===== src/rtl/eth_pkt_fifo_if.sv =====
// Handshake bundle for one eth_pkt_fifo port: ingress word stream, pop request,
// egress word stream and the status/error flags seen by drivers and monitors.
interface eth_pkt_fifo_if #(
  parameter int DATA_WIDTH = 8,
  parameter int DEPTH      = 16
);
  localparam int CNT_W = $clog2(DEPTH) + 1;

  logic                  invalid;
  logic [DATA_WIDTH-1:0] indata;
  logic                  insop;
  logic                  ineop;
  logic                  rd_en;
  logic                  outvalid;
  logic [DATA_WIDTH-1:0] outdata;
  logic                  outsop;
  logic                  outeop;
  logic                  stall_full;
  logic                  stall_empty;
  logic [CNT_W-1:0]      pkt_cnt;
  logic                  err_proto;
  logic                  err_overflow;

  // Traffic source / sink side
  modport master (
    output invalid, indata, insop, ineop, rd_en,
    input  outvalid, outdata, outsop, outeop,
    input  stall_full, stall_empty, pkt_cnt, err_proto, err_overflow
  );

  // FIFO side
  modport slave (
    input  invalid, indata, insop, ineop, rd_en,
    output outvalid, outdata, outsop, outeop,
    output stall_full, stall_empty, pkt_cnt, err_proto, err_overflow
  );
endinterface


===== src/rtl/eth_pkt_fifo.sv =====
// Packet-aware store-and-forward ingress FIFO for one switch port.
// A packet becomes readable only once its eop word is stored, so the head is
// always a complete packet whenever pkt_cnt is non-zero.
// Optional feature macro: ETH_PKT_DROP_EN -- overflow or a stray sop erases
// the partial packet being written and the rest of it is discarded up to its
// eop; adds the drop_cnt port.
//
// Write FSM
//   state  | meaning
//   IDLE   | between packets, next legal word is sop
//   IN_PKT | packet open, accepting middle/eop words
//   DROP   | packet being discarded until its eop (drop build only)
module eth_pkt_fifo #(
  parameter int DATA_WIDTH = 8,
  parameter int DEPTH      = 16
) (
  input  logic              clk,
  input  logic              rst,
  eth_pkt_fifo_if.slave     bus
`ifdef ETH_PKT_DROP_EN
  ,
  output logic [15:0]       drop_cnt
`endif
);
  localparam int CNT_W = $clog2(DEPTH) + 1;
  localparam int PTR_W = $clog2(DEPTH);

  typedef enum logic [1:0] {IDLE, IN_PKT, DROP} wrState_t;

  wrState_t              state, stateNext;
  logic [DATA_WIDTH+1:0] mem [DEPTH];
  logic [PTR_W-1:0]      wrPtr, rdPtr;
  logic [CNT_W-1:0]      occ, pktCnt;
  logic                  popFire, hasRoom, wrFire, protoErr, ovfErr;
  logic [DATA_WIDTH+1:0] headWord;
`ifdef ETH_PKT_DROP_EN
  logic                  dropNow;
  logic [CNT_W-1:0]      partLen;
`endif

  // A pop only happens when a complete packet sits at the head
  assign popFire  = bus.rd_en && (pktCnt != '0);
  // A pop in the same cycle frees the slot a full FIFO needs for the write
  assign hasRoom  = (occ < CNT_W'(DEPTH)) || popFire;
  assign headWord = mem[rdPtr];

  // Flags derive from registered counters only, never from invalid/rd_en
  assign bus.stall_full  = (occ == CNT_W'(DEPTH));
  assign bus.stall_empty = (pktCnt == '0);
  assign bus.pkt_cnt     = pktCnt;

  // Write-side framing decision: accept, discard, flag errors
  always_comb begin
    stateNext = state;
    wrFire    = 1'b0;
    protoErr  = 1'b0;
    ovfErr    = 1'b0;
`ifdef ETH_PKT_DROP_EN
    dropNow   = 1'b0;
`endif
    if (bus.invalid) begin
      case (state)
        IDLE: begin
          if (!bus.insop) begin
            protoErr = 1'b1;
          end else if (hasRoom) begin
            wrFire    = 1'b1;
            stateNext = bus.ineop ? IDLE : IN_PKT;
          end else begin
            ovfErr = 1'b1;
`ifdef ETH_PKT_DROP_EN
            dropNow   = 1'b1;
            stateNext = bus.ineop ? IDLE : DROP;
`else
            stateNext = bus.ineop ? IDLE : IN_PKT;
`endif
          end
        end
        IN_PKT: begin
          if (bus.insop) begin
            protoErr = 1'b1;
`ifdef ETH_PKT_DROP_EN
            dropNow   = 1'b1;
            stateNext = DROP;
`endif
          end else if (hasRoom) begin
            wrFire = 1'b1;
            if (bus.ineop) stateNext = IDLE;
          end else begin
            ovfErr = 1'b1;
`ifdef ETH_PKT_DROP_EN
            dropNow   = 1'b1;
            stateNext = bus.ineop ? IDLE : DROP;
`else
            if (bus.ineop) stateNext = IDLE;
`endif
          end
        end
        default: begin
          // Discarding the tail of a dropped packet; a sop here is still a framing error
          if (bus.insop) protoErr = 1'b1;
          else if (bus.ineop) stateNext = IDLE;
        end
      endcase
    end
  end

  // Write FSM state
  always_ff @(posedge clk or negedge rst) begin
    if (!rst) state <= IDLE;
    else      state <= stateNext;
  end

  // Storage array; contents need no reset since pointers/counters gate every read
  always_ff @(posedge clk) begin
    if (wrFire) mem[wrPtr] <= {bus.ineop, bus.insop, bus.indata};
  end

  // Pointers, occupancy and complete-packet count
  always_ff @(posedge clk or negedge rst) begin
    if (!rst) begin
      wrPtr  <= '0;
      rdPtr  <= '0;
      occ    <= '0;
      pktCnt <= '0;
    end else begin
      if (wrFire) wrPtr <= wrPtr + 1'b1;
`ifdef ETH_PKT_DROP_EN
      // partLen == DEPTH truncates to 0, which is correct: sop address == wrPtr then
      else if (dropNow) wrPtr <= wrPtr - PTR_W'(partLen);
`endif
      if (popFire) rdPtr <= rdPtr + 1'b1;
`ifdef ETH_PKT_DROP_EN
      occ <= occ + CNT_W'(wrFire) - CNT_W'(popFire) - (dropNow ? partLen : '0);
`else
      occ <= occ + CNT_W'(wrFire) - CNT_W'(popFire);
`endif
      pktCnt <= pktCnt + CNT_W'(wrFire && bus.ineop)
                       - CNT_W'(popFire && headWord[DATA_WIDTH+1]);
    end
  end

`ifdef ETH_PKT_DROP_EN
  // Length of the packet currently being written, and the saturating drop counter
  always_ff @(posedge clk or negedge rst) begin
    if (!rst) begin
      partLen  <= '0;
      drop_cnt <= '0;
    end else begin
      if (wrFire) partLen <= bus.ineop ? '0 : partLen + 1'b1;
      else if (dropNow) partLen <= '0;
      if (dropNow && (drop_cnt != 16'hFFFF)) drop_cnt <= drop_cnt + 16'd1;
    end
  end
`endif

  // Registered pop outputs and error pulses; out* hold when nothing is popped
  always_ff @(posedge clk or negedge rst) begin
    if (!rst) begin
      bus.outvalid     <= 1'b0;
      bus.outdata      <= '0;
      bus.outsop       <= 1'b0;
      bus.outeop       <= 1'b0;
      bus.err_proto    <= 1'b0;
      bus.err_overflow <= 1'b0;
    end else begin
      bus.outvalid     <= popFire;
      if (popFire) {bus.outeop, bus.outsop, bus.outdata} <= headWord;
      bus.err_proto    <= protoErr;
      bus.err_overflow <= ovfErr;
    end
  end
endmodule

===== src/flat_wrapper.sv =====
// flat-port wrapper written by rule: the top's interface ports become plain ports
module eth_pkt_fifo_flat 
#(
  parameter int DATA_WIDTH = 8,
  parameter int DEPTH      = 16
)
  (clk, rst, bus_invalid, bus_indata, bus_insop, bus_ineop, bus_rd_en, bus_outvalid, bus_outdata, bus_outsop, bus_outeop, bus_stall_full, bus_stall_empty, bus_pkt_cnt, bus_err_proto, bus_err_overflow);
  eth_pkt_fifo_if #(.DATA_WIDTH(DATA_WIDTH), .DEPTH(DEPTH)) bus_i ();
  input  logic clk;
  input  logic rst;
  input wire logic [$bits(bus_i.invalid)-1:0] bus_invalid;
  input wire logic [$bits(bus_i.indata)-1:0] bus_indata;
  input wire logic [$bits(bus_i.insop)-1:0] bus_insop;
  input wire logic [$bits(bus_i.ineop)-1:0] bus_ineop;
  input wire logic [$bits(bus_i.rd_en)-1:0] bus_rd_en;
  output wire logic [$bits(bus_i.outvalid)-1:0] bus_outvalid;
  output wire logic [$bits(bus_i.outdata)-1:0] bus_outdata;
  output wire logic [$bits(bus_i.outsop)-1:0] bus_outsop;
  output wire logic [$bits(bus_i.outeop)-1:0] bus_outeop;
  output wire logic [$bits(bus_i.stall_full)-1:0] bus_stall_full;
  output wire logic [$bits(bus_i.stall_empty)-1:0] bus_stall_empty;
  output wire logic [$bits(bus_i.pkt_cnt)-1:0] bus_pkt_cnt;
  output wire logic [$bits(bus_i.err_proto)-1:0] bus_err_proto;
  output wire logic [$bits(bus_i.err_overflow)-1:0] bus_err_overflow;
  assign bus_i.invalid = bus_invalid;
  assign bus_i.indata = bus_indata;
  assign bus_i.insop = bus_insop;
  assign bus_i.ineop = bus_ineop;
  assign bus_i.rd_en = bus_rd_en;
  assign bus_outvalid = bus_i.outvalid;
  assign bus_outdata = bus_i.outdata;
  assign bus_outsop = bus_i.outsop;
  assign bus_outeop = bus_i.outeop;
  assign bus_stall_full = bus_i.stall_full;
  assign bus_stall_empty = bus_i.stall_empty;
  assign bus_pkt_cnt = bus_i.pkt_cnt;
  assign bus_err_proto = bus_i.err_proto;
  assign bus_err_overflow = bus_i.err_overflow;
  eth_pkt_fifo #(.DATA_WIDTH(DATA_WIDTH), .DEPTH(DEPTH)) u_core (.clk(clk), .rst(rst), .bus(bus_i));
endmodule

===== config.mk =====
export PLATFORM = sky130hd
export DESIGN_NAME = eth_pkt_fifo_flat
export DESIGN_NICKNAME = d
export VERILOG_FILES = /design/src/rtl/eth_pkt_fifo_if.sv /design/src/rtl/eth_pkt_fifo.sv /design/src/flat_wrapper.sv
export SDC_FILE = /design/constraint.sdc
export NUM_CORES = 1
export LEC_CHECK = 0
export BUFFER_PORTS_ARGS = -buffer_cell sky130_fd_sc_hd__buf_2
export CAP_MARGIN = 40
export CORE_AREA = 2 2 118 120
export DETAILED_ROUTE_END_ITERATION = 8
export DIE_AREA = 0 0 120 122
export GPL_TIMING_DRIVEN = 0
export PLACE_DENSITY = 0.77
export RECOVER_POWER = 25
export REMOVE_ABC_BUFFERS = 1
export SLEW_MARGIN = 20
export SYNTH_ARGS = -nofsm -noshare
export SYNTH_HDL_FRONTEND = slang
export SYNTH_SLANG_ARGS = --single-unit

===== constraint.sdc =====
create_clock -name clk -period 7.2 [get_ports clk]
set_clock_uncertainty 0.1 [all_clocks]
set_input_delay 0 -clock clk [delete_from_list [all_inputs] [get_ports clk]]
set_output_delay 0 -clock clk [all_outputs]
set_load 0.05 [all_outputs]

==> impl_metrics.toml, run 1 <==
[timing]
rsz0062_at_grt = "false"
final_hold_viol_count = 0
fin_setup_tns_ps = 0
worst_slew_pin_slew_ps = 772
period_needed_ps = 3370
slew_violations = 0
fin_crit_sh_pct = 46.8
timing.fmax_ghz = 0.297
setup_viol = 0
relSlewSlack_pct = 48.6

[setup_path]
startpoint_type = "flop"
cp-end-kind = "flop"
critPathSlowestCell = "dfrtp_1"
reg2reg_setup_slack_ps = 3830
reg2reg_depth = 14
path_common_cell = "inv_1"
crit_chain = "buf_8, mux4_2, nor2_1, or4_4, nand2_1, ha_1, inv_1, ha_1, inv_1, fa_1, inv_1, a21oi_1, o21bai_1, xnor2_1"
critPathArrivalTime_ps = 3620
r2r-end = "u_core.bus.pkt_cnt[4]"
cp_data_required_time_ps = 7450
max_stage_delay_ps = 690
path_max_fanout = 12
path_class = "reg -> reg"
regToRegStartpoint = "u_core.rdPtr[0]"

[layout]
fin_area_sq_um = 8940
antenna_cells = 0
final_cell_mix = "edfxtp_1 (160), dfrtp_1 (30), buf_2 (26)"
area_growth_pct = 13.4
final_nets = 499
final_common_cell = "edfxtp_1"
n_fill_cell = 873
drive_gt1_share_pct = 20.0

[synth]
synth_area_per_cell_sq_um = 19.1
ys.flop_type = "edfxtp_1"
synthDistinctLibCells = 41
synthCells = 413
ys_ff_latch = 192
ys_seq_area_share_pct = 71.1
synth_enable_flop_cells = 160
async_reset_ff_share_pct = 16.7
syn_area_sq_um = 7880
ys_warn_count = 0

[routing]
ant_nets = 0
viasPerCell = 6.02
dr.pass1.iters = 4
first_iter_violations = 330
drcViolationCount = 0
via_count = 3965
wl_per_cell_um = 23.0
drt_wl_total_um = 15200

[global_route]
grt_max_degree = 38
grt-ovfl-total = 0
grt_pass1_vias = 4094
antenna_found_initial = 0
grtUsageTotal_pct = 22.4
grt_pass1_wl_um = 23200

[pwr]
power.density_nw_per_um2 = 396
p_leak_uw = 0.00322
vdd_drop_max_mv = 0.205

[clock_network]
clock-root-buffer = "clkbuf_16"
cts-htree-levels = 4
cts.path.max_buffers = 2
cts_tree = "done"
clkLatencyLatePin_ps = 430
cts_setup_buffers = 0
cts_buffers = 17
cts.sinks = 192
clk_pin_slew_ps = 60

[placed_design]
hpwlAfterDp_um = 8860
gp_congestion = 0.760
placedInstanceArea_sq_um = 8200
io_buffers = 33

[floorplanning]
ios = 34
fp.dieH_um = 122
fp-row-count = 43
die_area_sq_um = 14600
core_sq_um = 13500
die_w_um = 120
start_util_pct = 58.4

[hold_path]
min_path_type = "in -> async"

[outcome]
outcome = "finished clean"

[flow_run]
cap_violations = 0
## registers in the layout, summed over array words and instances, names as in the netlist
register	count
u_core.wrPtr	4
u_core.state	1
u_core.bus.outdata	8
u_core.bus.outvalid	1
u_core.bus.outsop	1
u_core.bus.err_proto	1
u_core.occ	5
u_core.bus.outeop	1
u_core.bus.pkt_cnt	5
u_core.mem	160
u_core.rdPtr	4
u_core.bus.err_overflow	1
## synth_stat cells (5+ instances only)
master    instances  area share, %
ha_1             17            2.7
a221oi_1          5           0.56
buf_2             7           0.44
a21o_1            6           0.57
dfrtp_1          32             10
nor2_1           13           0.62
a211oi_1          6           0.57
mux4_2           25            7.1
o22ai_1           9           0.71
xor2_1            5           0.56
mux2i_1          15            1.9
nand2_1          10           0.48
buf_6             5           0.71
and4_1            5           0.56
a21oi_1           6           0.38
xnor2_1          10            1.1
edfxtp_1        160             61
inv_1            22            1.0
mux4_1           12            4.0
and2_1           14            1.1
## power by group
| group | leakage (uW) | switching, uW | total (uW) | internal (uW) |
|---|---|---|---|---|
| Clock | 0.000292 | 399 | 950 | 551 |
| Sequential | 0.00181 | 149 | 1490 | 1340 |
| Combinational | 0.00111 | 623 | 1110 | 483 |
| Total | 0.00322 | 1170 | 3540 | 2370 |
## cells by family (layout without fill, tap and decap cells)
| family | Yosys count | in the layout | synth area share [%] |
|---|---|---|---|
| flip-flops | 192 | 192 | 71.1 |
| AND/OR/NAND/NOR | 54 | 54 | 4.11 |
| multiplexers | 53 | 53 | 13.2 |
| AO/OA/AOI/OAI | 40 | 40 | 3.87 |
| buffers and inverters | 40 | 106 | 2.84 |
| adder cells (fa/ha/maj) | 19 | 19 | 3.21 |
| XOR/XNOR | 15 | 15 | 1.67 |
## routing by layer
layer / wire length [um] / up-vias / GRT usage (%)
met5: 0 / - / 0
met4: 367 / 0 / 9.56
met3: 1090 / 31 / 5.48
met2: 7660 / 169 / 37.0
met1: 6040 / 2028 / 28.6
li1: - / 1737 / -
## worst max-delay path: cells and delay by family (launching register included)
kind	cells	cell delay (ps)
buffers and inverters	4	430
adder cells (fa/ha/maj)	3	840
XOR/XNOR	1	130
multiplexers	1	520
AO/OA/AOI/OAI	2	210
flip-flops	1	690
AND/OR/NAND/NOR	3	350
## cell type report
cell class                 instances  area [sq um]  area share (%)
timing repair buffer              51           369            4.13
clock inverter                    12           158            1.76
sequential                       192          5610            62.8
tap                              180           225            2.52
clock buffer                      20           437            4.89
inverter                          23          86.3           0.966
multi-input combinational        181          2050            23.0
## what timing repair did
action,CTS,global route
resized for setup,0,0
endpoints found under the hold margin,197,0
hold buffers,15,0
## per-stage QoR
stage | util [%] | hold slack (ps) | total power [uW] | std cells | setup WS (ps)
after CTS | 66.3 | 104 | 3560 | 659 | 3840
after global placement | 60.2 | 7.08 | 2540 | 609 | 2720
after detailed placement | 60.7 | 22.4 | 2600 | 612 | 3890
after global routing | 66.2 | 144 | 3710 | 659 | 3650
final | 66.2 | 96.7 | 3540 | 659 | 3830
after floorplan | - | -396 | 2290 | 396 | 3570
## how the worst max path moves through the flow
stage               startpoint               endpoint  slack, ps  cells past startpoint
2_1_floorplan  u_core.rdPtr[2]  u_core.bus.pkt_cnt[4]       3570                     13
3_3_place_gp   u_core.rdPtr[2]  u_core.bus.pkt_cnt[4]       2720                     13
3_5_place_dp   u_core.rdPtr[0]  u_core.bus.pkt_cnt[4]       3890                     14
4_1_cts        u_core.rdPtr[0]  u_core.bus.pkt_cnt[4]       3840                     14
5_1_grt        u_core.rdPtr[2]  u_core.bus.pkt_cnt[4]       3650                     14
6_report       u_core.rdPtr[0]  u_core.bus.pkt_cnt[4]       3830                     14
No activity file was read; power rests on OpenSTA's default activity.
==> run 2: changes to the inputs <==
--- a/config.mk
+++ b/config.mk
@@ -7,11 +7,11 @@
 export LEC_CHECK = 0
 export BUFFER_PORTS_ARGS = -buffer_cell sky130_fd_sc_hd__buf_2
 export CAP_MARGIN = 40
-export CORE_AREA = 2 2 118 120
+export CORE_AREA = 2 2 123 125
 export DETAILED_ROUTE_END_ITERATION = 8
-export DIE_AREA = 0 0 120 122
+export DIE_AREA = 0 0 125 127
 export GPL_TIMING_DRIVEN = 0
-export PLACE_DENSITY = 0.77
+export PLACE_DENSITY = 0.74
 export RECOVER_POWER = 25
 export REMOVE_ABC_BUFFERS = 1
 export SLEW_MARGIN = 20
==> constraint.sdc (replaced) <==
create_clock -name clk -period 2.9 [get_ports clk]
set_clock_uncertainty 0.1 [all_clocks]
set_input_delay 0 -clock clk [delete_from_list [all_inputs] [get_ports clk]]
set_output_delay 0 -clock clk [all_outputs]
set_load 0.05 [all_outputs]
==> run 2 against run 1 <==
Combinational power increased to 2.9 times the previous value; power increased to 2.6 times the previous value; fmax increased by 17%; worst setup slack got worse by 3800 ps; critical path depth decreased by 1; clock power increased by 130%; die area increased by 8.4%; flip-flop and latch count unchanged; largest power group unchanged.
==> impl_metrics.toml, run 2 (synthesis gave the netlist of run 1 again) <==
[clock_network]
cts-htree-levels = 4
cts.path.max_buffers = 2
cts_buffers = 17
clock-root-buffer = "clkbuf_16"
clk_pin_slew_ps = 60
cts.sinks = 192
cts_tree = "done"
clkLatencyLatePin_ps = 430

[pwr]
finalPower_uw = 9050
vdd_drop_max_mv = 0.472
p_leak_uw = 0.00335
power.density_nw_per_um2 = 983

[hold_path]
min_path_type = "in -> reg"

[routing]
drt_wl_total_um = 16000
wl_per_cell_um = 23.4
viasPerCell = 5.84
dr.pass1.iters = 6
first_iter_violations = 361
drcViolationCount = 0
ant_nets = 0
via_count = 3996

[global_route]
grt_pass1_wl_um = 24000
grt_max_degree = 33
antenna_found_initial = 0
grt_pass1_vias = 4136
grt-ovfl-total = 0
grtUsageTotal_pct = 21.0

[floorplanning]
fp-row-count = 44
die_w_um = 125
start_util_pct = 54.6
ios = 34
die_area_sq_um = 15900
core_sq_um = 14400
fp.dieH_um = 127

[setup_path]
cp-end-kind = "flop"
path_common_cell = "inv_2"
cp_data_required_time_ps = 3150
max_stage_delay_ps = 530
path_class = "reg -> reg"
startpoint_type = "flop"
critPathSlowestCell = "dfrtp_2"
critPathArrivalTime_ps = 3130
crit_chain = "mux4_2, nor2_1, or4_4, nand2_4, ha_4, inv_2, ha_4, inv_2, fa_2, inv_2, a21oi_2, o21bai_1, xnor2_1"
path_max_fanout = 9

[timing]
worst_slew_pin_slew_ps = 695
setup_viol = 0
final_hold_viol_count = 0
rsz0062_at_grt = "true"
timing.fmax_ghz = 0.347
relSlewSlack_pct = 53.7
period_needed_ps = 2880
slew_violations = 0
fin_crit_sh_pct = 99.4

[layout]
final_util_pct = 63.9
regMostFlops = "u_core.mem"
drive_gt1_share_pct = 27.4
top_regs = "u_core.mem: 160 flops, u_core.bus.outdata: 8 flops"
largest_register_ffs = 160
area_growth_pct = 16.8
antenna_cells = 0
final_cell_mix = "edfxtp_1 (160), dfrtp_1 (29), buf_2 (26)"
final_common_cell = "edfxtp_1"
final_nets = 520

[placed_design]
io_buffers = 33
gp_congestion = 0.810
hpwlAfterDp_um = 8680

[outcome]
outcome = "finished clean"

[flow_run]
cap_violations = 0
-- run 2: per-stage QoR --
step	setup slack [ps]	cells	hold slack, ps	instance area (sq um)	setup TNS, ps
floorplan	-727	396	-396	7740	-3890
global placement	-1560	613	11.0	8140	-11020
detailed placement	-391	616	21.9	8210	-1000
CTS	-32.3	682	97.3	9150	-32.3
global route	-83.8	684	277	9210	-126
finish	18.2	684	284	9210	0
-- run 2: cell type report --
type                    count  area (sq um)
flip-flops and latches    192          5610
fillers                   957          5210
multi-input cells         182          2130
repair buffers             71           597
clock buffers              22           464
well taps                 184           230
inverters                  23          88.8
clock inverters            10          85.1
-- run 2: timing repair --
item                                    CTS  global route
cloned                                    3             0
buffers inserted                         16             1
pin swaps                                 7             5
hold buffers                             15             1
resized for setup                        15            13
hold endpoints to repair                196            14
endpoints found under the setup margin    5            85
-- run 2: critical path: cells and delay by family, from the launching register on --
family                   cells  cell delay (ps)
AO/OA/AOI/OAI                2              190
XOR/XNOR                     1              130
adder cells (fa/ha/maj)      3              660
buffers and inverters        3              150
flip-flops                   1              530
multiplexers                 1              380
AND/OR/NAND/NOR              3              650
-- run 2: worst paths after layout --
path / from / endpoint / slack [ps] / cells after the start
worst min register to register: u_core.bus.outeop / u_core.bus.outeop / 420 / 2
max in group asynchronous: rst / u_core.rdPtr[1] / 1670 / 4
worst max-delay path: u_core.rdPtr[0] / u_core.bus.pkt_cnt[4] / 20 / 13
worst min-delay path: bus_invalid / u_core.bus.err_proto / 280 / 4
worst max register to register: u_core.rdPtr[0] / u_core.bus.pkt_cnt[4] / 20 / 13
min in group asynchronous: rst / u_core.bus.outdata[7] / 570 / 3
-- run 2: power by group --
part           switching, uW  total [uW]  internal [uW]
clock                    969        2200           1230
sequential               299        3620           3320
combinational           1750        3230           1490
total                   3010        9050           6040
-- run 2: routing by layer --
layer  track usage (%)  part of all wire (%)  vias up
li1                  -                     -     1781
met1              27.5                    42     2046
met2              35.6                    51      153
met3              3.89                   5.3       16
met4              7.84                   1.6        0
met5                 0                     0        -
==> run 3: changes to the inputs <==
--- a/config.mk
+++ b/config.mk
@@ -14,6 +14,7 @@
 export PLACE_DENSITY = 0.74
 export RECOVER_POWER = 25
 export REMOVE_ABC_BUFFERS = 1
+export SETUP_SLACK_MARGIN = 0.1
 export SLEW_MARGIN = 20
 export SYNTH_ARGS = -nofsm -noshare
 export SYNTH_HDL_FRONTEND = slang
==> constraint.sdc (replaced) <==
create_clock -name clk -period 2.4 [get_ports clk]
set_clock_uncertainty 0.1 [all_clocks]
set_input_delay 0 -clock clk [delete_from_list [all_inputs] [get_ports clk]]
set_output_delay 0 -clock clk [all_outputs]
set_load 0.05 [all_outputs]
==> run 3 against run 2 <==
The run now ends with negative setup slack left; cell count up 8.3%; fmax down 2.2%; worst hold slack worse by 230 ps; via count up 16%; design area up 7.3%; non-clock buffer count up 42; clock-buffer cell count unchanged; sequential power up 22%; critical endpoint unchanged; largest cell class unchanged.
==> impl_metrics.toml, run 3 (synthesis gave the netlist of run 1 again) <==
[outcome]
outcome = "finished, violations left"
violations = "negative setup slack"

[global_route]
grt_pass1_vias = 4607
grt_pass1_wl_um = 28200
grt_max_degree = 33
antenna_found_initial = 0
grtUsageTotal_pct = 24.7
grt-ovfl-total = 0

[clock_network]
cts_buffers = 17
clock-root-buffer = "clkbuf_16"
cts.sinks = 192
cts.path.max_buffers = 2
cts_tree = "done"
cts-htree-levels = 4
clkLatencyLatePin_ps = 430
clk_pin_slew_ps = 70

[placed_design]
io_buffers = 33
place_ws_ps = -891
hpwlAfterDp_um = 8680
gp_congestion = 0.810

[floorplanning]
die_w_um = 125
start_util_pct = 54.6
die_area_sq_um = 15900
fp.dieH_um = 127
core_sq_um = 14400
fp-row-count = 44
ios = 34

[setup_path]
regToRegStartpoint = "u_core.rdPtr[2]"
max_stage_delay_ps = 490
startpoint_type = "flop"
path_common_cell = "inv_2"
cp-end-kind = "flop"
path_class = "reg -> reg"
reg2reg_depth = 15
reg2reg_setup_slack_ps = -550
crit_chain = "buf_4, buf_6, mux2i_1, a22oi_1, nand4_1, nand2_4, ha_4, inv_2, ha_4, inv_2, fa_2, inv_2, a21oi_4, o21bai_4, xnor2_1"
r2r-end = "u_core.bus.pkt_cnt[4]"
critPathArrivalTime_ps = 3200
path_max_fanout = 17
critPathSlowestCell = "dfrtp_4"
cp_data_required_time_ps = 2650

[routing]
ant_nets = 0
drt_wl_total_um = 19900
first_iter_violations = 535
via_count = 4647
dr.pass1.iters = 8
viasPerCell = 6.27
wl_per_cell_um = 26.8
drcViolationCount = 0

[layout]
final_nets = 577
final_cell_mix = "edfxtp_1 (160), buf_4 (49), dfrtp_1 (29)"
area_growth_pct = 25.3
drive_gt1_share_pct = 39.0
final_common_cell = "edfxtp_1"
n_fill_cell = 875
regMostFlops = "u_core.mem"
top_regs = "u_core.mem: 160 flops, u_core.bus.outdata: 8 flops"
seqCellArea_sq_um = 5610
antenna_cells = 0
multiInputGateArea_sq_um = 2440
largest_register_ffs = 160

[timing]
period_needed_ps = 2950
rsz0062_at_grt = "true"
worst_slew_pin_slew_ps = 668
slew_violations = 0
setup_viol = 138
relSlewSlack_pct = 55.3
fin_crit_sh_pct = 123
worst_slack_ps = -546
final_hold_viol_count = 0
timing.fmax_ghz = 0.339

[pwr]
p_leak_uw = 0.00366
vdd_drop_max_mv = 0.592
finalPower_uw = 12000
power.density_nw_per_um2 = 1210

[hold_path]
min_path_type = "in -> reg"
holdPathEnd = "u_core.rdPtr[0]"
hold_path_startpoint = "bus_rd_en"
holdPathStages = 3

[flow_run]
cap_violations = 0
[run 3: stage by stage]
| stage | area (sq um) | utilization, % | setup TNS, ps | instances | hold slack (ps) |
|---|---|---|---|---|---|
| after floorplan | 7740 | - | -57020 | 396 | -396 |
| after global routing | 9880 | 68.5 | -17560 | 741 | 78.5 |
| final | 9880 | 68.5 | -9680 | 741 | 53.9 |
| after detailed placement | 8210 | 56.9 | -52750 | 616 | 21.9 |
| after global placement | 8140 | 56.4 | -58920 | 613 | 11.0 |
| after CTS | 9680 | 67.1 | -2160 | 724 | 0.507 |
[run 3: repair_timing]
action                     CTS  global route
pin swaps                   30            13
setup endpoints to repair  170           169
setup buffers               47            12
gates resized for setup     86            17
hold endpoints to repair   194            14
gates cloned                14             4
hold buffers                15             1
[run 3: layer usage]
| metal | track usage [%] | vias up | wire length (um) |
|---|---|---|---|
| met5 | 0 | - | 0 |
| met4 | 9.74 | 0 | 631 |
| met1 | 32.0 | 2373 | 7210 |
| met3 | 5.78 | 57 | 1910 |
| li1 | - | 1921 | - |
| met2 | 41.2 | 296 | 10100 |
[run 3: cell type report]
| type | instances | share of cell area, % |
|---|---|---|
| sequential | 192 | 56.8 |
| tap | 184 | 2.33 |
| clock inverter | 10 | 0.861 |
| clock buffer | 22 | 4.70 |
| multi-input combinational | 197 | 24.7 |
| inverter | 23 | 0.975 |
| timing repair buffer | 113 | 9.64 |
[run 3: worst max-delay path by stage]
stage	to	slack [ps]	from	cells after the start
after global placement	u_core.bus.pkt_cnt[4]	-2060	u_core.rdPtr[2]	13
after CTS	u_core.bus.pkt_cnt[4]	-530	u_core.rdPtr[2]	14
after global routing	u_core.bus.pkt_cnt[4]	-640	u_core.rdPtr[2]	15
final	u_core.bus.pkt_cnt[4]	-550	u_core.rdPtr[2]	15
after detailed placement	u_core.bus.pkt_cnt[4]	-890	u_core.rdPtr[2]	14
after floorplan	u_core.bus.pkt_cnt[4]	-1230	u_core.rdPtr[2]	13
[run 3: where the power goes]
part           internal [uW]  total, uW  switching [uW]  leakage [uW]
Sequential              4010       4430             412       0.00181
Combinational           2280       4860            2580       0.00157
Clock                   1480       2680            1200      0.000276
Total                   7770      12000            4190       0.00366
[run 3: worst max-delay path, delay by kind of cell, from the launching register on]
kind	cells	cell delay (ps)
compound gates	3	450
xor+xnor	1	120
fa+ha+maj	3	680
buf+inv	5	510
flops	1	490
mux	1	140
simple gates	2	370
